## config.mk

```make
export PLATFORM = sky130hd
export DESIGN_NAME = axi_slave_mem
export DESIGN_NICKNAME = d
export VERILOG_FILES = /design/src/rtl/axi_slave_mem.sv
export SDC_FILE = /design/constraint.sdc
export NUM_CORES = 2
export LEC_CHECK = 0
export ABC_AREA = 1
export BUFFER_PORTS_ARGS = -buffer_cell sky130_fd_sc_hd__buf_2
export CAP_MARGIN = 20
export CELL_PAD_IN_SITES_DETAIL_PLACEMENT = 1
export CELL_PAD_IN_SITES_GLOBAL_PLACEMENT = 2
export CORE_MARGIN = 2
export CORE_UTILIZATION = 25
export DETAILED_ROUTE_END_ITERATION = 8
export GPL_TIMING_DRIVEN = 1
export PLACE_DENSITY = 0.58
export SKIP_LAST_GASP = 1
export SLEW_MARGIN = 20
export SYNTH_ARGS = -nofsm -noshare
export SYNTH_HDL_FRONTEND = slang
export SYNTH_SLANG_ARGS = --single-unit
```

## constraint.sdc

```tcl
create_clock -name clk -period 3.6 [get_ports clk]
set_input_delay 0.54 -clock clk [delete_from_list [all_inputs] [get_ports clk]]
set_output_delay 0.54 -clock clk [all_outputs]
set_load 0.005 [all_outputs]
```

## src/rtl/axi_slave_mem.sv

```systemverilog
// SAXI memory responder: queued writes with in-order B responses, and reads
// returned out of order from a small pool of latency-timed slots.
module axi_slave_mem #(
    parameter int ADDR_W     = 32,
    parameter int DATA_W     = 32,
    parameter int ID_W       = 4,
    parameter int MEM_AW     = 6,
    parameter int READ_SLOTS = 4,
    parameter int RD_LAT     = 1,
    parameter int LAT_SEL    = 8,
    parameter int WQ_DEPTH   = 2,
    parameter int B_MAX      = 4
) (
    input  logic              clk,
    input  logic              rst,
    input  logic [ADDR_W-1:0] araddr,
    input  logic [ID_W-1:0]   arid,
    input  logic              arvalid,
    output logic              arready,
    input  logic [ADDR_W-1:0] awaddr,
    input  logic              awvalid,
    output logic              awready,
    input  logic [DATA_W-1:0] wdata,
    input  logic              wvalid,
    output logic              wready,
    output logic [DATA_W-1:0] rdata,
    output logic [ID_W-1:0]   rid,
    output logic              rvalid,
    input  logic              rready,
    output logic              bvalid,
    input  logic              bready
);
    localparam int QP_W  = (WQ_DEPTH > 1) ? $clog2(WQ_DEPTH) : 1;
    localparam int QC_W  = $clog2(WQ_DEPTH + 1);
    localparam int BC_W  = $clog2(B_MAX + 1);
    localparam int CNT_W = $clog2(RD_LAT + 4);
    localparam int SI_W  = (READ_SLOTS > 1) ? $clog2(READ_SLOTS) : 1;

    logic [MEM_AW-1:0] awq_q [WQ_DEPTH];
    logic [DATA_W-1:0] wq_q  [WQ_DEPTH];
    logic [DATA_W-1:0] mem_q [2**MEM_AW];

    logic [QP_W-1:0] aw_wp_q, aw_wp_d, aw_rp_q, aw_rp_d;
    logic [QP_W-1:0] w_wp_q, w_wp_d, w_rp_q, w_rp_d;
    logic [QC_W-1:0] aw_cnt_q, aw_cnt_d, w_cnt_q, w_cnt_d;
    logic [BC_W-1:0] bcnt_q, bcnt_d;
    logic            live_q;

    logic [READ_SLOTS-1:0] slot_v_q, slot_v_d;
    logic [ID_W-1:0]       slot_id_q   [READ_SLOTS];
    logic [ID_W-1:0]       slot_id_d   [READ_SLOTS];
    logic [DATA_W-1:0]     slot_data_q [READ_SLOTS];
    logic [DATA_W-1:0]     slot_data_d [READ_SLOTS];
    logic [CNT_W-1:0]      slot_cnt_q  [READ_SLOTS];
    logic [CNT_W-1:0]      slot_cnt_d  [READ_SLOTS];

    logic [DATA_W-1:0] rdata_q, rdata_d;
    logic [ID_W-1:0]   rid_q, rid_d;
    logic              rvalid_q, rvalid_d;

    logic            aw_push, w_push, commit, b_hs, ar_acc, r_load;
    logic            free_found, elig_found;
    logic [SI_W-1:0] free_idx, elig_idx;
    logic            unused_addr_bits;

    function automatic logic [QP_W-1:0] qp_inc(input logic [QP_W-1:0] p);
        return (p == QP_W'(WQ_DEPTH - 1)) ? '0 : p + QP_W'(1);
    endfunction

    assign unused_addr_bits = ^{araddr, awaddr};

    assign commit  = !rst && (aw_cnt_q != '0) && (w_cnt_q != '0) && (bcnt_q < BC_W'(B_MAX));
    // A commit pops both queues, so a full queue can still take a push at that edge.
    assign awready = live_q && !rst && ((aw_cnt_q != QC_W'(WQ_DEPTH)) || commit);
    assign wready  = live_q && !rst && ((w_cnt_q != QC_W'(WQ_DEPTH)) || commit);
    assign aw_push = awvalid && awready;
    assign w_push  = wvalid && wready;
    assign bvalid  = (bcnt_q != '0);
    assign b_hs    = bvalid && bready;

    assign arready = live_q && !rst && free_found;
    assign ar_acc  = arvalid && arready;
    assign r_load  = (!rvalid_q || rready) && elig_found;
    assign rvalid  = rvalid_q;
    assign rdata   = rdata_q;
    assign rid     = rid_q;

    always_comb begin : slot_search
        free_found = 1'b0;
        free_idx   = '0;
        elig_found = 1'b0;
        elig_idx   = '0;
        for (int i = READ_SLOTS - 1; i >= 0; i--) begin
            if (!slot_v_q[i]) begin
                free_found = 1'b1;
                free_idx   = SI_W'(i);
            end
            if (slot_v_q[i] && (slot_cnt_q[i] == '0)) begin
                elig_found = 1'b1;
                elig_idx   = SI_W'(i);
            end
        end
    end

    always_comb begin : next_state
        aw_wp_d  = aw_push ? qp_inc(aw_wp_q) : aw_wp_q;
        aw_rp_d  = commit  ? qp_inc(aw_rp_q) : aw_rp_q;
        w_wp_d   = w_push  ? qp_inc(w_wp_q)  : w_wp_q;
        w_rp_d   = commit  ? qp_inc(w_rp_q)  : w_rp_q;
        aw_cnt_d = aw_cnt_q + QC_W'(aw_push) - QC_W'(commit);
        w_cnt_d  = w_cnt_q + QC_W'(w_push) - QC_W'(commit);
        bcnt_d   = bcnt_q + BC_W'(commit) - BC_W'(b_hs);

        slot_v_d    = slot_v_q;
        slot_id_d   = slot_id_q;
        slot_data_d = slot_data_q;
        for (int i = 0; i < READ_SLOTS; i++) begin
            slot_cnt_d[i] = (slot_v_q[i] && (slot_cnt_q[i] != '0)) ?
                            slot_cnt_q[i] - CNT_W'(1) : slot_cnt_q[i];
        end
        if (r_load) slot_v_d[elig_idx] = 1'b0;
        // Data is sampled before this edge's commit lands, giving read-before-write.
        if (ar_acc) begin
            slot_v_d[free_idx]    = 1'b1;
            slot_id_d[free_idx]   = arid;
            slot_data_d[free_idx] = mem_q[araddr[MEM_AW+1:2]];
            slot_cnt_d[free_idx]  = CNT_W'(RD_LAT) + CNT_W'(araddr[LAT_SEL+1:LAT_SEL]);
        end

        rvalid_d = rvalid_q;
        rdata_d  = rdata_q;
        rid_d    = rid_q;
        if (r_load) begin
            rvalid_d = 1'b1;
            rdata_d  = slot_data_q[elig_idx];
            rid_d    = slot_id_q[elig_idx];
        end else if (rready) begin
            rvalid_d = 1'b0;
        end
    end

    always_ff @(posedge clk) begin
        if (rst) begin
            live_q   <= 1'b0;
            aw_wp_q  <= '0;
            aw_rp_q  <= '0;
            w_wp_q   <= '0;
            w_rp_q   <= '0;
            aw_cnt_q <= '0;
            w_cnt_q  <= '0;
            bcnt_q   <= '0;
            slot_v_q <= '0;
            rvalid_q <= 1'b0;
            rdata_q  <= '0;
            rid_q    <= '0;
            for (int i = 0; i < READ_SLOTS; i++) begin
                slot_id_q[i]   <= '0;
                slot_data_q[i] <= '0;
                slot_cnt_q[i]  <= '0;
            end
        end else begin
            live_q      <= 1'b1;
            aw_wp_q     <= aw_wp_d;
            aw_rp_q     <= aw_rp_d;
            w_wp_q      <= w_wp_d;
            w_rp_q      <= w_rp_d;
            aw_cnt_q    <= aw_cnt_d;
            w_cnt_q     <= w_cnt_d;
            bcnt_q      <= bcnt_d;
            slot_v_q    <= slot_v_d;
            slot_id_q   <= slot_id_d;
            slot_data_q <= slot_data_d;
            slot_cnt_q  <= slot_cnt_d;
            rvalid_q    <= rvalid_d;
            rdata_q     <= rdata_d;
            rid_q       <= rid_d;
        end
    end

    // Queue entries and memory words are plain storage; only pointers and counts reset.
    always_ff @(posedge clk) begin
        if (aw_push) awq_q[aw_wp_q] <= awaddr[MEM_AW+1:2];
        if (w_push)  wq_q[w_wp_q]   <= wdata;
        if (commit)  mem_q[awq_q[aw_rp_q]] <= wq_q[w_rp_q];
    end
endmodule
```

== Word level (Yosys, flattened, before mapping) ==
Memories as Yosys holds them, arrays and structs flattened. A register that Yosys moved wholly into a read port is not among the register bits.
Cells that the tools add are included.
Storage, ports and cells
  memories kept: 3
  output and inout bits: 41
  RAM bits: 2124
  logic and storage cells: 156
  input bits: 107
  bits in registers: 209
Memories
  mem_q: words 64, width 32, read ports 1, clocked after Yosys merged registers in 0, write ports 1, RTL line 41  | logic [DATA_W-1:0] mem_q [2**MEM_AW];
  wq_q: words 2, width 32, read ports 1, clocked after Yosys merged registers in 1, write ports 1, RTL line 40  | logic [DATA_W-1:0] wq_q [WQ_DEPTH];
  awq_q: words 2, width 6, read ports 1, clocked after Yosys merged registers in 1, write ports 1, RTL line 39  | logic [MEM_AW-1:0] awq_q [WQ_DEPTH];
Operators by class
  add/subtract/negate cells: 15
  multiplexer cells: 59
  bitwise operators: 5
  reduce and logical (&&, ||, !) cells: 40
  $lt $le $gt $ge: 8
  equality and inequality tests: 2
Operator list (count)
  bitwise mux 128 bit: 1
  2-to-1 mux 32 bit: 3
  binary-select mux 32 bit (select 2 bit): 1
  demux 32 bit (select 2 bit): 1
  2-to-1 mux 1 bit: 27
  logical AND 1 bit: 23
  2-to-1 mux 4 bit: 5
  bitwise mux 16 bit: 1
  2-to-1 mux 2 bit: 8
  2-to-1 mux 3 bit: 5
  nonzero test 3 bit: 5
  bitwise mux 12 bit: 1
  logical NOT 3 bit: 4
  2-to-1 mux 12 bit: 1
  subtractor 3 x 1 -> 3 bit, second input constant: 4
  binary-select mux 4 bit (select 2 bit): 1
  demux 4 bit (select 2 bit): 1
  demux 3 bit (select 2 bit): 1
  >= comparator 3 bit, second input constant: 2
  < comparator 2 x 3 -> 1 bit, second input constant: 2
  inverter 2 -> 3 bit: 2
  nonzero test 2 bit: 3
  adder 1 bit, second input constant: 4
  adder 2 x 1 -> 2 bit: 2
  other kinds (14): 21

== Logic depth before layout (Yosys ltp) ==
  word-level depth: 15
  gate-level depth with buffers: 15
  mapped depth without buffers: 14

== Worst setup path before layout ==
OpenSTA, ideal clock, no wires.
  path type: input port to flip-flop
  start point: in rst
  end point: mem wq_q[0][0] (enable)
  arrival time: 2.815 ns
  library setup time: 0.421 ns
  data required time: 3.179 ns
  cell stages on the path: 8
  setup slack: 0.364 ns
  cell sequence: buf_4 -> inv_4 -> o21ai_0 -> nor2_1 -> nand2_1 -> a31oi_1 -> nand2_1 -> nor2_1
On the way
  longest elaborated chain between the ends: 9
RTL lines
  start: declaration: RTL line 15  | input logic rst,
  logical NOT 1 bit (*): RTL line 72, 75
  logical AND 1 bit (3 in a row): RTL line 72  | assign commit = !rst && (aw_cnt_q != '0) && (w_cnt_q != '0) && (bcnt_q < BC_W'(B_MAX));
  logical OR 1 bit: RTL line 75  | assign wready = live_q && !rst && ((w_cnt_q != QC_W'(WQ_DEPTH)) || commit);
  logical AND 1 bit (*): RTL line 75
  net wready: RTL line 25  | output logic wready,
  logical AND 1 bit (*): RTL line 77  | assign w_push = wvalid && wready;
  2-to-1 mux 1 bit (*): RTL line 183  | if (w_push) wq_q[w_wp_q] <= wdata;
  2-to-1 mux 1 bit (not written as such) (*): RTL line 183
  end: declaration: RTL line 40
Mark *: on every way through the listed nets, which the timed path passes. The rest lies on a longest branch.

==> impl_metrics.env <==
export IMPL_required_ns=4.09
export IMPL_grt_overflow=0
export IMPL_route_layer_met1_wl_um=150100
export IMPL_drc_errors=0
export IMPL_ios=148
export IMPL_fmax_mhz=322.7
export IMPL_grt_pass1_wl_um=473500
export IMPL_cts_max_level=5
export IMPL_period_share_pct=86.08
export IMPL_dr_wl_met2_um=158000
export IMPL_first_iter_violations=4707
export IMPL_fin_hold_ws_ns=0.09940
export IMPL_multi_input_area_mm2=0.02277
export IMPL_syn_area_per_cell_um2=11.74
export IMPL_fin_crit_ns=3.099
export IMPL_die_height_um=614.3
export IMPL_setup_violations=0
export IMPL_maxCapViolCount=0
export IMPL_finalSetupTns_ns=0
export IMPL_finalHoldViolCount=0
export IMPL_fill_cells=40530
export IMPL_clock_latency_ns=0.85
export IMPL_clkTransAtPathRegs_ns=0.06
export IMPL_syn_to_final_growth_pct=19.88
export IMPL_ant_nets=0
export IMPL_p_total_w=0.06046
export IMPL_initial_core_util_pct=25.05
export IMPL_crit_fanout=19
export IMPL_wl_per_cell_um=24.63
export IMPL_gp_congestion=0.7572
export IMPL_syn_area_mm2=0.09311
export IMPL_cp_cell_sequence="o21ai_0 -> inv_1 -> nor2_1 -> nand2_1 -> nor2_4 -> buf_4"
export IMPL_grt_use_total_pct=17.04
export IMPL_yosysUniqueCellTypes=39
export IMPL_grt_max_degree=105
export IMPL_antenna_found_initial=19
export IMPL_postCtsSetupBuffers=0
export IMPL_syn_nets=8056
export IMPL_fin_skew_ns=0.03919
export IMPL_routed_wirelength_um=329100
export IMPL_max_stage_delay_ns=0.73
export IMPL_register_area_mm2=0.06801
export IMPL_num_vias=63400
export IMPL_worstSetupStartpointType="register"
export IMPL_ctsResizeCount=0
export IMPL_path_delay_family="simple AND/OR/NAND/NOR gates"
export IMPL_synth_seq_cells=2335
export IMPL_rsz0062_at_grt="false"
export IMPL_cp_arrival_ns=3.59
export IMPL_power_leakage_nw=38.54
export IMPL_top_layer_used="met5"
export IMPL_critical_path_class="reg -> reg"
export IMPL_layout_nets=8295
export IMPL_powerDensity_mw_per_mm2=541.7
export IMPL_synth_edf_count=2124
export IMPL_seq_area_frac_synth_pct=73.04
export IMPL_dp_hpwl_um=185500
export IMPL_slew_violations=0
export IMPL_max_vdd_ir_drop_mv=0.3709
export IMPL_grt_pass1_vias=65550
export IMPL_async_flop_share_pct=0
export IMPL_tritoncts="built"
export IMPL_hp_class="in -> reg"
export IMPL_maxSlewHeadroom_pct=28.79
export IMPL_core_area_mm2=0.3716
export IMPL_vias_per_cell=4.745
export IMPL_firstDrtPassIters=7
export IMPL_status="finished, final reports clean"
export IMPL_yosys_warnings=0
export IMPL_die_area_mm2=0.3773
export IMPL_clockRootBuffer="clkbuf_16"
export IMPL_wl_met3_um=14000
export IMPL_fp_dieW_um=614.3
export IMPL_rows=224
export IMPL_worst_pin_slew_ns=1.068
export IMPL_clkSinkCount=2335
export IMPL_drive_gt1_share_pct=11.05
export IMPL_ys_flop_type="edfxtp_1"
export IMPL_crit_slowest_cell="o21ai_0"
export IMPL_worst_path_buf_inv=2
export IMPL_end_kind="register"
export IMPL_cts_path_max_buffers=4
export IMPL_syn_inst=7933
export IMPL_io_buffers=97
export IMPL_numCtsBuffers=279
==> tightest hold or removal path, cell delays in order <==
cell     delay (ns)
buf_2          0.10
nand2_1        0.17
a21oi_1        0.09
==> power breakdown <==
group	total [W]	internal, W	switching (W)
Sequential	0.0295	0.0295	0.0000524
Clock	0.0272	0.0160	0.0112
Combinational	0.00369	0.00102	0.00267
Total	0.0605	0.0465	0.0139
==> metrics by stage <==
stage | util [%] | setup WS (ns) | cells | cell area (um^2)
floorplan | - | 0.3644 | 7933 | 93110
global placement | 27.57 | 0.3451 | 12820 | 102500
detailed placement | 27.57 | 0.3172 | 12820 | 102500
CTS | 30.02 | 0.4792 | 13350 | 111600
global route | 30.03 | 0.3842 | 13350 | 111600
finish | 30.03 | 0.5011 | 13360 | 111600
==> cell usage after synthesis, types with 14 or more instances <==
cell | count | area [um^2]
nor2_1 | 168 | 630.6
mux2_2 | 32 | 360.4
buf_2 | 293 | 1466
nand2_1 | 2269 | 8517
inv_1 | 101 | 379.1
nand3_1 | 2013 | 10070
buf_1 | 70 | 262.8
clkbuf_1 | 152 | 570.6
dfxtp_1 | 211 | 4224
edfxtp_1 | 2124 | 63780
a21oi_1 | 170 | 850.8
o21ai_0 | 221 | 1106
ha_1 | 15 | 187.7
nor3b_1 | 14 | 105.1
==> layer usage <==
| layer | global-route usage, % | vias to the layer above |
|---|---|---|
| li1 | - | 28670 |
| met1 | 23.36 | 33080 |
| met2 | 28.74 | 1258 |
| met3 | 2.040 | 387 |
| met4 | 3.815 | 2 |
| met5 | 0 | - |
==> repair_timing <==
action	4_1_cts	5_1_grt
endpoints found under the hold margin	93	0
hold buffers	45	0
setup endpoints to repair	0	0
==> cell families (layout without fill, tap and decap cells) <==
| logic type | Yosys count | in the layout | synth area share, % |
|---|---|---|---|
| AOI/OAI and AO/OA | 415 | 415 | 2.271 |
| xor gates and xnor gates | 9 | 9 | 0.08466 |
| adders and majority gates | 16 | 16 | 0.2231 |
| buffers and inverters | 641 | 1087 | 3.042 |
| DFF | 2335 | 2335 | 73.04 |
| muxes | 33 | 33 | 0.3978 |
| other | 0 | 9 | 0 |
| and+or+nand+nor | 4484 | 4484 | 20.94 |
==> area by class of cell <==
cell class,instances,area share (%)
Clock inverter,132,0.9730
Tap cell,4972,5.573
Antenna cell,9,0.02018
Multi-Input combinational cell,4957,20.40
Timing Repair Buffer,487,4.927
Sequential cell,2335,60.93
Clock buffer,356,6.766
Inverter,112,0.4125
==> cells in the final DEF (no fill, tap or decap), types with 10 or more instances in the layout <==
master / instances
inv_1: 99
clkinv_1: 70
ha_1: 15
clkinv_2: 32
nand2_1: 2269
mux2_2: 31
clkbuf_1: 59
a21oi_1: 170
clkbuf_16: 288
buf_12: 153
nand3_1: 2013
edfxtp_1: 2124
bufinv_16: 17
o21ai_0: 221
nor3b_1: 14
dfxtp_1: 210
nor2_4: 68
dlygate4sd3_1: 45
buf_4: 192
buf_2: 92
a31oi_1: 10
nor2_1: 102
==> state kept, by name, summed over array words and instances (netlist names), 2 cells and up, named ones only <==
| name | count |
|---|---|
| slot_data_q | 128 |
| slot_v_q | 4 |
| slot_id_q | 16 |
| rid | 4 |
| rdata | 32 |
| aw_cnt_q | 2 |
| wq_q | 64 |
| bcnt_q | 3 |
| awq_q | 12 |
| w_cnt_q | 2 |
| mem_q | 2048 |
| slot_cnt_q | 12 |
==> path summary, 6_finish.rpt <==
path                                 from           end  slack [ns]  depth (start not counted)
worst max register to register   register  mem_q[43][6]        0.50                          6
worst min register to register  bcnt_q[2]     bcnt_q[2]        0.45                          1
worst min-delay path              awvalid       aw_wp_q         0.1                          3
worst max-delay path             register  mem_q[43][6]        0.50                          6
No activity file was read; power rests on OpenSTA's default activity.
